**config.mk**
```make
export PLATFORM = sky130hd
export DESIGN_NAME = gpr_writeback_flat
export DESIGN_NICKNAME = d
export VERILOG_FILES = /design/src/rtl/gpr_pkg.sv /design/src/rtl/gpr_writeback_if.sv /design/src/rtl/gpr_scoreboard.sv /design/src/rtl/gpr_writeback.sv /design/src/flat_wrapper.sv
export SDC_FILE = /design/constraint.sdc
export NUM_CORES = 1
export LEC_CHECK = 0
export ABC_AREA = 1
export BUFFER_PORTS_ARGS = -buffer_cell sky130_fd_sc_hd__buf_2
export CORE_MARGIN = 5
export CORE_UTILIZATION = 39
export CTS_CLUSTER_SIZE = 40
export DETAILED_ROUTE_END_ITERATION = 8
export MAX_ROUTING_LAYER = met4
export PLACE_DENSITY = 0.77
export SLEW_MARGIN = 40
export SYNTH_ARGS = -nofsm -noshare
export SYNTH_HDL_FRONTEND = slang
export SYNTH_SLANG_ARGS = --single-unit
```
**constraint.sdc**
```tcl
create_clock -name clk -period 3.61 [get_ports clk]
set_clock_uncertainty 0.05 [all_clocks]
set_input_delay 0.1805 -clock clk [delete_from_list [all_inputs] [get_ports clk]]
set_output_delay 0.1805 -clock clk [all_outputs]
set_load 0.02 [all_outputs]
```
**src/rtl/gpr_pkg.sv**
```systemverilog
// gpr_pkg: shared constants and types for the GPR writeback path
package gpr_pkg;
   localparam int NREG = 32;
   localparam int AW = 5;
   localparam int DW = 32;
   localparam int STARVE_LIM = 4;
   localparam int CW = $clog2(STARVE_LIM + 1);
   typedef enum logic [1:0] {SRC_NONE, SRC_ALU, SRC_LSU, SRC_MDU} wb_src_e;
endpackage

```
**src/rtl/gpr_writeback_if.sv**
```systemverilog
// gpr_writeback_if: producer handshakes, issue port and register file write port
// master: the writeback block (drives readies, write port, busy, sb_err)
// slave: the surrounding pipeline (drives results and issue)
interface gpr_writeback_if;
   import gpr_pkg::*;
   logic            alu_valid;
   logic [AW-1:0]   alu_rd;
   logic [DW-1:0]   alu_data;
   logic            lsu_valid;
   logic            lsu_ready;
   logic [AW-1:0]   lsu_rd;
   logic [DW-1:0]   lsu_data;
   logic            mdu_valid;
   logic            mdu_ready;
   logic [AW-1:0]   mdu_rd;
   logic [DW-1:0]   mdu_data;
   logic            issue_valid;
   logic [AW-1:0]   issue_rd;
   logic [AW-1:0]   gpr_write;
   logic [DW-1:0]   gpr_write_data;
   logic            gpr_wd;
   logic [NREG-1:0] busy;
   logic            sb_err;
   modport master (
      input  alu_valid, alu_rd, alu_data, lsu_valid, lsu_rd, lsu_data,
             mdu_valid, mdu_rd, mdu_data, issue_valid, issue_rd,
      output lsu_ready, mdu_ready, gpr_write, gpr_write_data, gpr_wd, busy, sb_err
   );
   modport slave (
      output alu_valid, alu_rd, alu_data, lsu_valid, lsu_rd, lsu_data,
             mdu_valid, mdu_rd, mdu_data, issue_valid, issue_rd,
      input  lsu_ready, mdu_ready, gpr_write, gpr_write_data, gpr_wd, busy, sb_err
   );
endinterface

```
**src/rtl/gpr_scoreboard.sv**
```systemverilog
// gpr_scoreboard: pending-write bitmap for long-latency results
// set_valid/set_idx: mark register pending; clr_valid/clr_idx: result written
// busy: pending bitmap (bit 0 never set); sb_err: sticky double-issue flag
module gpr_scoreboard
   import gpr_pkg::*;
(
   input  logic            clk,
   input  logic            rst_n,
   input  logic            set_valid,
   input  logic [AW-1:0]   set_idx,
   input  logic            clr_valid,
   input  logic [AW-1:0]   clr_idx,
   output logic [NREG-1:0] busy,
   output logic            sb_err
);
   logic [NREG-1:0] set_mask, clr_mask;
   always_comb begin
      set_mask = (set_valid && set_idx != '0) ? NREG'(1) << set_idx : '0;
      clr_mask = (clr_valid && clr_idx != '0) ? NREG'(1) << clr_idx : '0;
   end
   // set is applied after clear so a same-index collision leaves the bit set
   always_ff @(posedge clk or negedge rst_n)
      if (!rst_n) begin
         busy   <= '0;
         sb_err <= 1'b0;
      end else begin
         busy   <= (busy & ~clr_mask) | set_mask;
         sb_err <= sb_err | (|(set_mask & busy & ~clr_mask));
      end
endmodule

```
**src/rtl/gpr_writeback.sv**
```systemverilog
// gpr_writeback: arbitrates ALU/LSU/MDU results onto the register file write port
// clk, rst_n: clock and asynchronous active-low reset
// wb: producer handshakes, issue port, registered write port, busy bitmap, sb_err
module gpr_writeback
   import gpr_pkg::*;
(
   input logic             clk,
   input logic             rst_n,
   gpr_writeback_if.master wb
);
   wb_src_e       src;
   logic          starved;
   logic          wr_en;
   logic          clr_valid;
   logic [CW-1:0] wait_cnt;
   logic [AW-1:0] sel_rd;
   logic [DW-1:0] sel_data;
   // readies are gated by rst_n so nothing is accepted while in reset
   always_comb begin
      starved      = wait_cnt == CW'(STARVE_LIM);
      wb.lsu_ready = rst_n && !wb.alu_valid && !(wb.mdu_valid && starved);
      wb.mdu_ready = rst_n && !wb.alu_valid && (!wb.lsu_valid || starved);
      src          = wb.alu_valid ? SRC_ALU :
                     (wb.lsu_valid && wb.lsu_ready) ? SRC_LSU :
                     (wb.mdu_valid && wb.mdu_ready) ? SRC_MDU : SRC_NONE;
      sel_rd       = src == SRC_ALU ? wb.alu_rd : src == SRC_LSU ? wb.lsu_rd : wb.mdu_rd;
      sel_data     = src == SRC_ALU ? wb.alu_data : src == SRC_LSU ? wb.lsu_data : wb.mdu_data;
      wr_en        = src != SRC_NONE && sel_rd != '0;
      clr_valid    = (src == SRC_LSU || src == SRC_MDU) && sel_rd != '0;
   end
   always_ff @(posedge clk or negedge rst_n)
      if (!rst_n) begin
         wb.gpr_wd         <= 1'b0;
         wb.gpr_write      <= '0;
         wb.gpr_write_data <= '0;
         wait_cnt          <= '0;
      end else begin
         wb.gpr_wd <= wr_en;
         if (wr_en) begin
            wb.gpr_write      <= sel_rd;
            wb.gpr_write_data <= sel_data;
         end
         if (wb.mdu_valid)
            wait_cnt <= wb.mdu_ready ? '0 : starved ? wait_cnt : wait_cnt + CW'(1);
      end
   gpr_scoreboard u_sb (
      .clk       (clk),
      .rst_n     (rst_n),
      .set_valid (wb.issue_valid),
      .set_idx   (wb.issue_rd),
      .clr_valid (clr_valid),
      .clr_idx   (sel_rd),
      .busy      (wb.busy),
      .sb_err    (wb.sb_err)
   );
endmodule

```
**src/flat_wrapper.sv**
```systemverilog
// flat-port wrapper written by rule: the top's interface ports become plain ports
module gpr_writeback_flat import gpr_pkg::*;
  (clk, rst_n, wb_alu_valid, wb_alu_rd, wb_alu_data, wb_lsu_valid, wb_lsu_rd, wb_lsu_data, wb_mdu_valid, wb_mdu_rd, wb_mdu_data, wb_issue_valid, wb_issue_rd, wb_lsu_ready, wb_mdu_ready, wb_gpr_write, wb_gpr_write_data, wb_gpr_wd, wb_busy, wb_sb_err);
  gpr_writeback_if wb_i ();
  input logic clk;
  input logic rst_n;
  input wire logic [$bits(wb_i.alu_valid)-1:0] wb_alu_valid;
  input wire logic [$bits(wb_i.alu_rd)-1:0] wb_alu_rd;
  input wire logic [$bits(wb_i.alu_data)-1:0] wb_alu_data;
  input wire logic [$bits(wb_i.lsu_valid)-1:0] wb_lsu_valid;
  input wire logic [$bits(wb_i.lsu_rd)-1:0] wb_lsu_rd;
  input wire logic [$bits(wb_i.lsu_data)-1:0] wb_lsu_data;
  input wire logic [$bits(wb_i.mdu_valid)-1:0] wb_mdu_valid;
  input wire logic [$bits(wb_i.mdu_rd)-1:0] wb_mdu_rd;
  input wire logic [$bits(wb_i.mdu_data)-1:0] wb_mdu_data;
  input wire logic [$bits(wb_i.issue_valid)-1:0] wb_issue_valid;
  input wire logic [$bits(wb_i.issue_rd)-1:0] wb_issue_rd;
  output wire logic [$bits(wb_i.lsu_ready)-1:0] wb_lsu_ready;
  output wire logic [$bits(wb_i.mdu_ready)-1:0] wb_mdu_ready;
  output wire logic [$bits(wb_i.gpr_write)-1:0] wb_gpr_write;
  output wire logic [$bits(wb_i.gpr_write_data)-1:0] wb_gpr_write_data;
  output wire logic [$bits(wb_i.gpr_wd)-1:0] wb_gpr_wd;
  output wire logic [$bits(wb_i.busy)-1:0] wb_busy;
  output wire logic [$bits(wb_i.sb_err)-1:0] wb_sb_err;
  assign wb_i.alu_valid = wb_alu_valid;
  assign wb_i.alu_rd = wb_alu_rd;
  assign wb_i.alu_data = wb_alu_data;
  assign wb_i.lsu_valid = wb_lsu_valid;
  assign wb_i.lsu_rd = wb_lsu_rd;
  assign wb_i.lsu_data = wb_lsu_data;
  assign wb_i.mdu_valid = wb_mdu_valid;
  assign wb_i.mdu_rd = wb_mdu_rd;
  assign wb_i.mdu_data = wb_mdu_data;
  assign wb_i.issue_valid = wb_issue_valid;
  assign wb_i.issue_rd = wb_issue_rd;
  assign wb_lsu_ready = wb_i.lsu_ready;
  assign wb_mdu_ready = wb_i.mdu_ready;
  assign wb_gpr_write = wb_i.gpr_write;
  assign wb_gpr_write_data = wb_i.gpr_write_data;
  assign wb_gpr_wd = wb_i.gpr_wd;
  assign wb_busy = wb_i.busy;
  assign wb_sb_err = wb_i.sb_err;
  gpr_writeback u_core (.clk(clk), .rst_n(rst_n), .wb(wb_i));
endmodule
```
==> results.txt, run 1 <==
Status: complete, no violations
Hold WS: 0.0366 ns
Syn Nets: 804
Post-synth EDFFs: 0
Synth warnings: 0
CTS root buf: clkbuf_16
Dpl hpwl: 11600 microns
FF-to-FF End: u_core.wb.gpr_write_data[23]
Async set-or-reset flop fraction in the synthesized netlist: 100%
Initial Utilization: 39.8%
Lkg Pwr: 3.13 nW
Critical path class: flip-flop to flip-flop
RePlAce Congestion: 0.943
Area growth syn-to-layout: 29.4%
CP Max Fanout: 54
Required time of the critical path: 3.81 ns
Top cells by count, synth: nand2_1 (238), nand3_1 (104), dfrtp_1 (74), o21ai_0 (74), nor2_1 (59)
ANT nets after route: 0
DR vias: 5091
Peak supply drop: 0.223 mV
TritonRoute pass-1 iters: 5
Average routed wire per standard cell: 15.1 microns
Initial antenna violation count: 0
CP Data Arrival Time: 3.02 ns
Final core occ: 51.5%
Worst flop-to-flop path startpoint: u_core.wait_cnt[0]
Die area: 0.0139 sq mm
Area contributors post-synth: dfrtp_1 (41%), nand2_1 (20%), nand3_1 (11%)
CORE AREA: 0.0114 sq mm
Peak Freq: 0.354 GHz
Clk Latency, worst-skew pair: 0.34 ns
CP Launch Point: u_core.wait_cnt[0]
GRT overflow: 0
Critical path launch point type: flip-flop
Fin. max-slew vios: 0
Setup_tns: 0 ns
CTS Buf Count: 9
Vias in the first global route: 4819
P per Cell Area: 487 mW/mm^2
Global-route wire length before repair: 24200 microns
Final Hold Violating Endpoints: 0
Clock transition at path regs: 0.06 ns
WL final: 15200 microns
Non-Filler Instances: 1002
Nets: 980
Layout cell share with drive strength beyond 1: 26.7%
CTS-repair resized insts: 0
Tot GR Track Use: 21.8%
Fin crit period: 2.82 ns
Die H: 118 microns
Final period util: 78.2%
Placed instance count: 987
CTS tree: done
Sequential share of the synthesized area: 40.7%
Synthesized area: 0.00455 sq mm
Synth Instances: 680
Avg Synthesized Cell Area: 6.69 sq um
Top-area cell type share of the netlist area: 40.7%
Reg2reg setup slack: 0.79 ns
I/O Pins: 195
Via/cell ratio: 5.08
RSZ-0062 raised after global routing: false
Final setup viols: 0
Post-synth top area cell: dfrtp_1
Pin count of the biggest net entering global routing: 75
Slew margin rel.: 54.3%
Ys flop type: dfrtp_1
DRC: 0
Critical path capture point type: flip-flop
Port Buffers: 194
FF-to-FF path depth: 14
Max-Cap Viols: 0
Hold WC Path Type: primary input to flip-flop
H-tree Lvls: 3
Max Root-Sink Buffers: 2
#FFs+latches synth: 74
DR iter-0 viols: 409
Termination of the worst setup path: u_core.wb.gpr_write_data[23]
Unique masters post-synth: 30
Most frequent cell after synthesis: nand2_1
Worst-margin pin slew: 0.685 ns
Row count: 39
Antenna Cells: 0
Horiz. Die Dim: 118 microns
Total clock sinks: 74
worst max-delay path, stage by stage (launching register included):
cell and delay [ns]:
dfrtp_1 0.38, inv_1 0.09, ha_1 0.18, nand3_2 0.19, nand3_2 0.28, nand2_1 0.08, nand3_1 0.07, nand2_1 0.06
buf_4 0.19, nor2_1 0.12, nand2_1 0.12, o21ai_4 0.45, buf_12 0.29, nand2_1 0.08, o21ai_0 0.09
area by class of cell:
type	instances	area [sq um]
repair buffers	201	1040
inverters	48	180
clock buffers	11	233
fillers	1195	5530
flip-flops and latches	74	1850
multi-input cells	522	2350
well taps	143	179
clock inverters	3	42.5
layer usage:
metal,vias to the layer above,wire [microns],track usage (%)
met5,-,0,-
li1,2550,-,-
met4,0,293,6.02
met2,212,6910,33.6
met1,2303,7020,29.5
met3,26,943,4.32
layout by cell type, fill, tap and decap left out, types with 2 or more instances in the layout:
| master | n |
|---|---|
| ha_1 | 2 |
| nand3_1 | 104 |
| o21ai_0 | 74 |
| or2_0 | 3 |
| nor2_2 | 2 |
| nand2_2 | 4 |
| nor2_4 | 2 |
| nand3b_1 | 5 |
| nand3_2 | 2 |
| buf_4 | 5 |
| nor2_1 | 59 |
| clkbuf_16 | 9 |
| nor3_1 | 5 |
| inv_1 | 45 |
| clkbuf_1 | 2 |
| buf_2 | 193 |
| nand4_1 | 12 |
| nand2_1 | 238 |
| a21oi_1 | 2 |
| dfrtp_1 | 74 |
| inv_2 | 3 |
per-stage QoR:
step                      area (sq um)  total power [mW]  worst slack, ns
after floorplan                   4550              1.65             1.43
after global placement            5600              2.00            0.902
after detailed placement          5600              2.02            0.801
after CTS                         5890              2.89            0.783
after global routing              5890              3.04            0.472
final                             5890              2.86            0.788
worst min-delay path by stage:
| stage | start | to | cells after the start |
|---|---|---|---|
| 2_1_floorplan | rst_n | u_core.u_sb.busy[0] | 0 |
| 3_3_place_gp | u_core.u_sb.busy[0] | u_core.u_sb.busy[0] | 0 |
| 3_5_place_dp | u_core.u_sb.busy[0] | u_core.u_sb.busy[0] | 0 |
| 6_report | wb_mdu_valid | u_core.wait_cnt[2] | 2 |
| 5_1_grt | wb_mdu_valid | u_core.wait_cnt[2] | 2 |
| 4_1_cts | wb_mdu_valid | u_core.wait_cnt[2] | 2 |
where the power goes:
group          leakage [nW]  internal, mW  switching [mW]
combinational          2.12         0.296           0.588
clock                 0.131         0.526           0.333
sequential            0.877          1.00           0.119
total                  3.13          1.82            1.04
what timing repair did:
item	4_1_cts	5_1_grt
hold endpoints to repair	74	0
hold buffers	1	0
endpoints found under the setup margin	0	0
buffers inserted	0	0
registers in the layout (all words and copies together), names as in the netlist:
signal	flops
u_core.u_sb.busy	32
u_core.wb.gpr_write_data	32
u_core.wb.gpr_write	5
u_core.wait_cnt	3
u_core.u_sb.sb_err	1
u_core.wb.gpr_wd	1
cells by family (layout without fill, tap and decap cells):
| family | after synthesis | count (layout) | share of synthesized area, % |
|---|---|---|---|
| AND/OR/NAND/NOR | 439 | 439 | 41.7 |
| buffers and inverters | 84 | 263 | 7.73 |
| AO/OA/AOI/OAI | 80 | 80 | 9.14 |
| flip-flops | 74 | 74 | 40.7 |
| adder cells (fa/ha/maj) | 2 | 2 | 0.550 |
| XOR/XNOR | 1 | 1 | 0.193 |
No activity file was read; power rests on OpenSTA's default activity.
==> inputs of run 2 (changes only) <==
--- a/config.mk
+++ b/config.mk
@@ -5,7 +5,7 @@
 export SDC_FILE = /design/constraint.sdc
 export NUM_CORES = 1
 export LEC_CHECK = 0
-export ABC_AREA = 1
+export ABC_AREA = 0
 export BUFFER_PORTS_ARGS = -buffer_cell sky130_fd_sc_hd__buf_2
 export CORE_MARGIN = 5
 export CORE_UTILIZATION = 39
==> constraint.sdc (replaced) <==
create_clock -name clk -period 2.85 [get_ports clk]
set_clock_uncertainty 0.05 [all_clocks]
set_input_delay 0.1425 -clock clk [delete_from_list [all_inputs] [get_ports clk]]
set_output_delay 0.1425 -clock clk [all_outputs]
set_load 0.02 [all_outputs]
==> results.txt, run 2 <==
Average routed wire per standard cell: 17.2 microns (was 15.1 microns)
Top-area cell type share of the netlist area: 43.1% (was 40.7%)
DR iter-0 viols: 230 (was 409)
Max Root-Sink Buffers: 2 (unchanged)
Non-Filler Instances: 878 (was 1002)
Vias in the first global route: 4880 (was 4819)
Slew margin rel.: 42.9% (was 54.3%)
Layout cell share with drive strength beyond 1: 38.5% (was 26.7%)
Sequential share of the synthesized area: 43.1% (was 40.7%)
Ys flop type: dfrtp_1 (unchanged)
Most frequent cells in the layout: buf_2 (193), nand2_1 (96), dfrtp_1 (74) (was nand2_1 (238), buf_2 (193), nand3_1 (104))
Synthesized area: 0.00429 sq mm (was 0.00455 sq mm)
Max-Cap Viols: 0 (unchanged)
Hold WC Path Type: primary input to flip-flop (unchanged)
ANT nets after route: 0 (unchanged)
Initial antenna violation count: 0 (unchanged)
RePlAce Congestion: 0.960 (was 0.943)
Avg Synthesized Cell Area: 8.38 sq um (was 6.69 sq um)
Unique masters post-synth: 52 (was 30)
Dpl hpwl: 11500 microns (was 11600 microns)
Peak Freq: 0.326 GHz (was 0.354 GHz)
Antenna Cells: 0 (unchanged)
WL final: 15100 microns (was 15200 microns)
Horiz. Die Dim: 115 microns (was 118 microns)
Reg2reg setup slack: -0.22 ns (was 0.79 ns)
CTS root buf: clkbuf_8 (was clkbuf_16)
Post-synth EDFFs: 0 (unchanged)
DRC: 0 (unchanged)
Critical path class: flip-flop to flip-flop (unchanged)
Row count: 38 (was 39)
Top cells by count, synth: nand2_1 (97), dfrtp_1 (74), o21ai_0 (62) (was nand2_1 (238), nand3_1 (104), dfrtp_1 (74), o21ai_0 (74), nor2_1 (59))
Final period util: 108% (was 78.2%)
H-tree Lvls: 3 (unchanged)
Final setup viols: 1 (was 0)
Initial Utilization: 39.8% (about the same)
Clock Power Share: 26.4% (was 30.0%)
Lkg Pwr: 2.85 nW (was 3.13 nW)
#FFs+latches synth: 74 (unchanged)
CP Data Arrival Time: 3.25 ns (was 3.02 ns)
Pin count of the biggest net entering global routing: 68 (was 75)
Via/cell ratio: 5.41 (was 5.08)
Worst setup margin: -0.222 ns (was 0.788 ns)
CTS tree: done (unchanged)
Worst-margin pin slew: 0.851 ns (was 0.685 ns)
Fin crit period: 3.07 ns (was 2.82 ns)
CORE AREA: 0.0108 sq mm (was 0.0114 sq mm)
Critical path capture point type: flip-flop (unchanged)
Sw frac: 36.2% (was 36.3%)
Die area: 0.0132 sq mm (was 0.0139 sq mm)
Synth warnings: 0 (unchanged)
Async set-or-reset flop fraction in the synthesized netlist: 100% (unchanged)
Syn Nets: 636 (was 804)
Critical path launch point type: flip-flop (unchanged)
Area contributors post-synth: dfrtp_1 (43%), nand2_1 (8.5%), mux2i_1 (7.7%) (was dfrtp_1 (41%), nand2_1 (20%), nand3_1 (11%))
Post-synth top area cell: dfrtp_1 (unchanged)
I/O Pins: 195 (unchanged)
Die H: 115 microns (was 118 microns)
Fin. max-slew vios: 0 (unchanged)
Global-route wire length before repair: 23500 microns (was 24200 microns)
Status: finished with violations (was complete, no violations)
Area growth syn-to-layout: 39.9% (was 29.4%)
Tot Pwr: 3.69 mW (was 2.86 mW)
Final Hold Violating Endpoints: 0 (unchanged)
P per Cell Area: 615 mW/mm^2 (was 487 mW/mm^2)
Most common cell after layout, fill and taps aside: buf_2 (was nand2_1)
Pint: 2.36 mW (was 1.82 mW)
Placed instance count: 857 (was 987)
Total clock sinks: 74 (unchanged)
Combinational share of power: 35.1% (was 30.9%)
Clock transition at path regs: 0.09 ns (was 0.06 ns)
Port Buffers: 194 (unchanged)
CTS Buf Count: 9 (unchanged)
GRT overflow: 0 (unchanged)
Worst slack at placement: -0.306 ns (was 0.801 ns)
Synth Instances: 512 (was 680)
Required time of the critical path: 3.03 ns (was 3.81 ns)
Nets: 857 (was 980)
RSZ-0062 raised after global routing: true (was false)
P_sw: 1.33 mW (was 1.04 mW)
Biggest regs: u_core.u_sb.busy: 32 flops, u_core.wb.gpr_write_data: 32 flops, u_core.wb.gpr_write: 5 flops (unchanged)
Clk Latency, worst-skew pair: 0.35 ns (was 0.34 ns)
Peak supply drop: 0.343 mV (was 0.223 mV)
Most frequent cell after synthesis: nand2_1 (unchanged)
Tot GR Track Use: 23.3% (was 21.8%)
TritonRoute pass-1 iters: 5 (unchanged)
Seq pwr share: 38.5% (was 39.1%)
Failing checks: setup timing
DR vias: 4752 (was 5091)
CP Max Fanout: 3 (was 54)
-- run 2: changes by cell type after synthesis, sizes merged, moves of 15 or more --
cell	delta
nand2	-145
nand3	-96
mux2i	+33
inv	-38
a22o	+15
a21oi	+41
-- run 2: power groups by stage --
stage               sequential [mW]  clock, mW  combinational (mW)
finish                         1.42      0.974                1.30
global route                   1.46       1.04                1.41
CTS                            1.42      0.996                1.28
detailed placement             1.44          0                1.26
global placement               1.43          0                1.24
floorplan                      1.65          0               0.478
-- run 2: kinds of logic after synthesis --
logic type	Yosys count	synth area share, %
buf+inv	41	4.58
flops	74	43.1
compound gates	159	22.9
fa+ha+maj	2	0.583
simple gates	202	20.9
mux	34	7.96
-- run 2: metrics by stage --
step	cell area, sq um	TNS, ns	utilization, %	hold WS [ns]
2_1_floorplan	4330	-0.270	-	-0.203
3_3_place_gp	5650	-0.231	52.3	0.112
3_5_place_dp	5650	-0.306	52.3	0.122
4_1_cts	5930	-0.207	54.9	0.00386
5_1_grt	6000	-0.312	55.6	0.0205
6_report	6000	-0.222	55.6	0.0259
-- run 2: final cells by class --
cell class              instances  area, sq um
repair buffers                241         1370
multi-input cells             397         2340
fillers                       956         4790
clock inverters                 4         72.6
well taps                     140          175
flip-flops and latches         74         1850
clock buffers                  12          165
inverters                      10         37.5
-- run 2: worst max-delay path, stage by stage, from the launching register on --
cell and delay [ns]:
dfrtp_1 0.39, inv_2 0.07, ha_4 0.15, and3_4 0.21
nor3b_2 0.05, a211o_1 0.26, or3_4 0.37, o211a_1 0.22
or4_1 0.41, a2111o_1 0.29, or4_1 0.47
-- run 2: path summary, 6_finish.rpt --
| check | depth (start not counted) | endpoint | start |
|---|---|---|---|
| max | 10 | u_core.u_sb.sb_err | u_core.wait_cnt[1] |
| min in group asynchronous | 3 | u_core.u_sb.busy[18] | rst_n |
| max in group asynchronous | 3 | u_core.u_sb.busy[11] | rst_n |
| min | 3 | u_core.wb.gpr_write_data[28] | wb_alu_data[28] |
| max reg2reg | 10 | u_core.u_sb.sb_err | u_core.wait_cnt[1] |
| min reg2reg | 0 | u_core.u_sb.busy[0] | u_core.u_sb.busy[0] |
-- run 2: layer usage --
layer	wire length, microns	share of wire [%]	global-route usage [%]	up-vias
li1	-	-	-	2263
met4	501	3.3	9.70	0
met3	1240	8.2	5.16	44
met1	5810	39	27.1	2210
met5	0	0	-	-
met2	7530	50	38.9	235
-- run 2: repair_timing --
| action | 4_1_cts | 5_1_grt |
|---|---|---|
| gates cloned | 0 | 1 |
| hold buffers | 1 | 1 |
| pin swaps | 3 | 2 |
| endpoints found under the setup margin | 1 | 33 |
| resized for setup | 3 | 11 |
| buffers inserted | 2 | 0 |
| hold endpoints to repair | 15 | 59 |
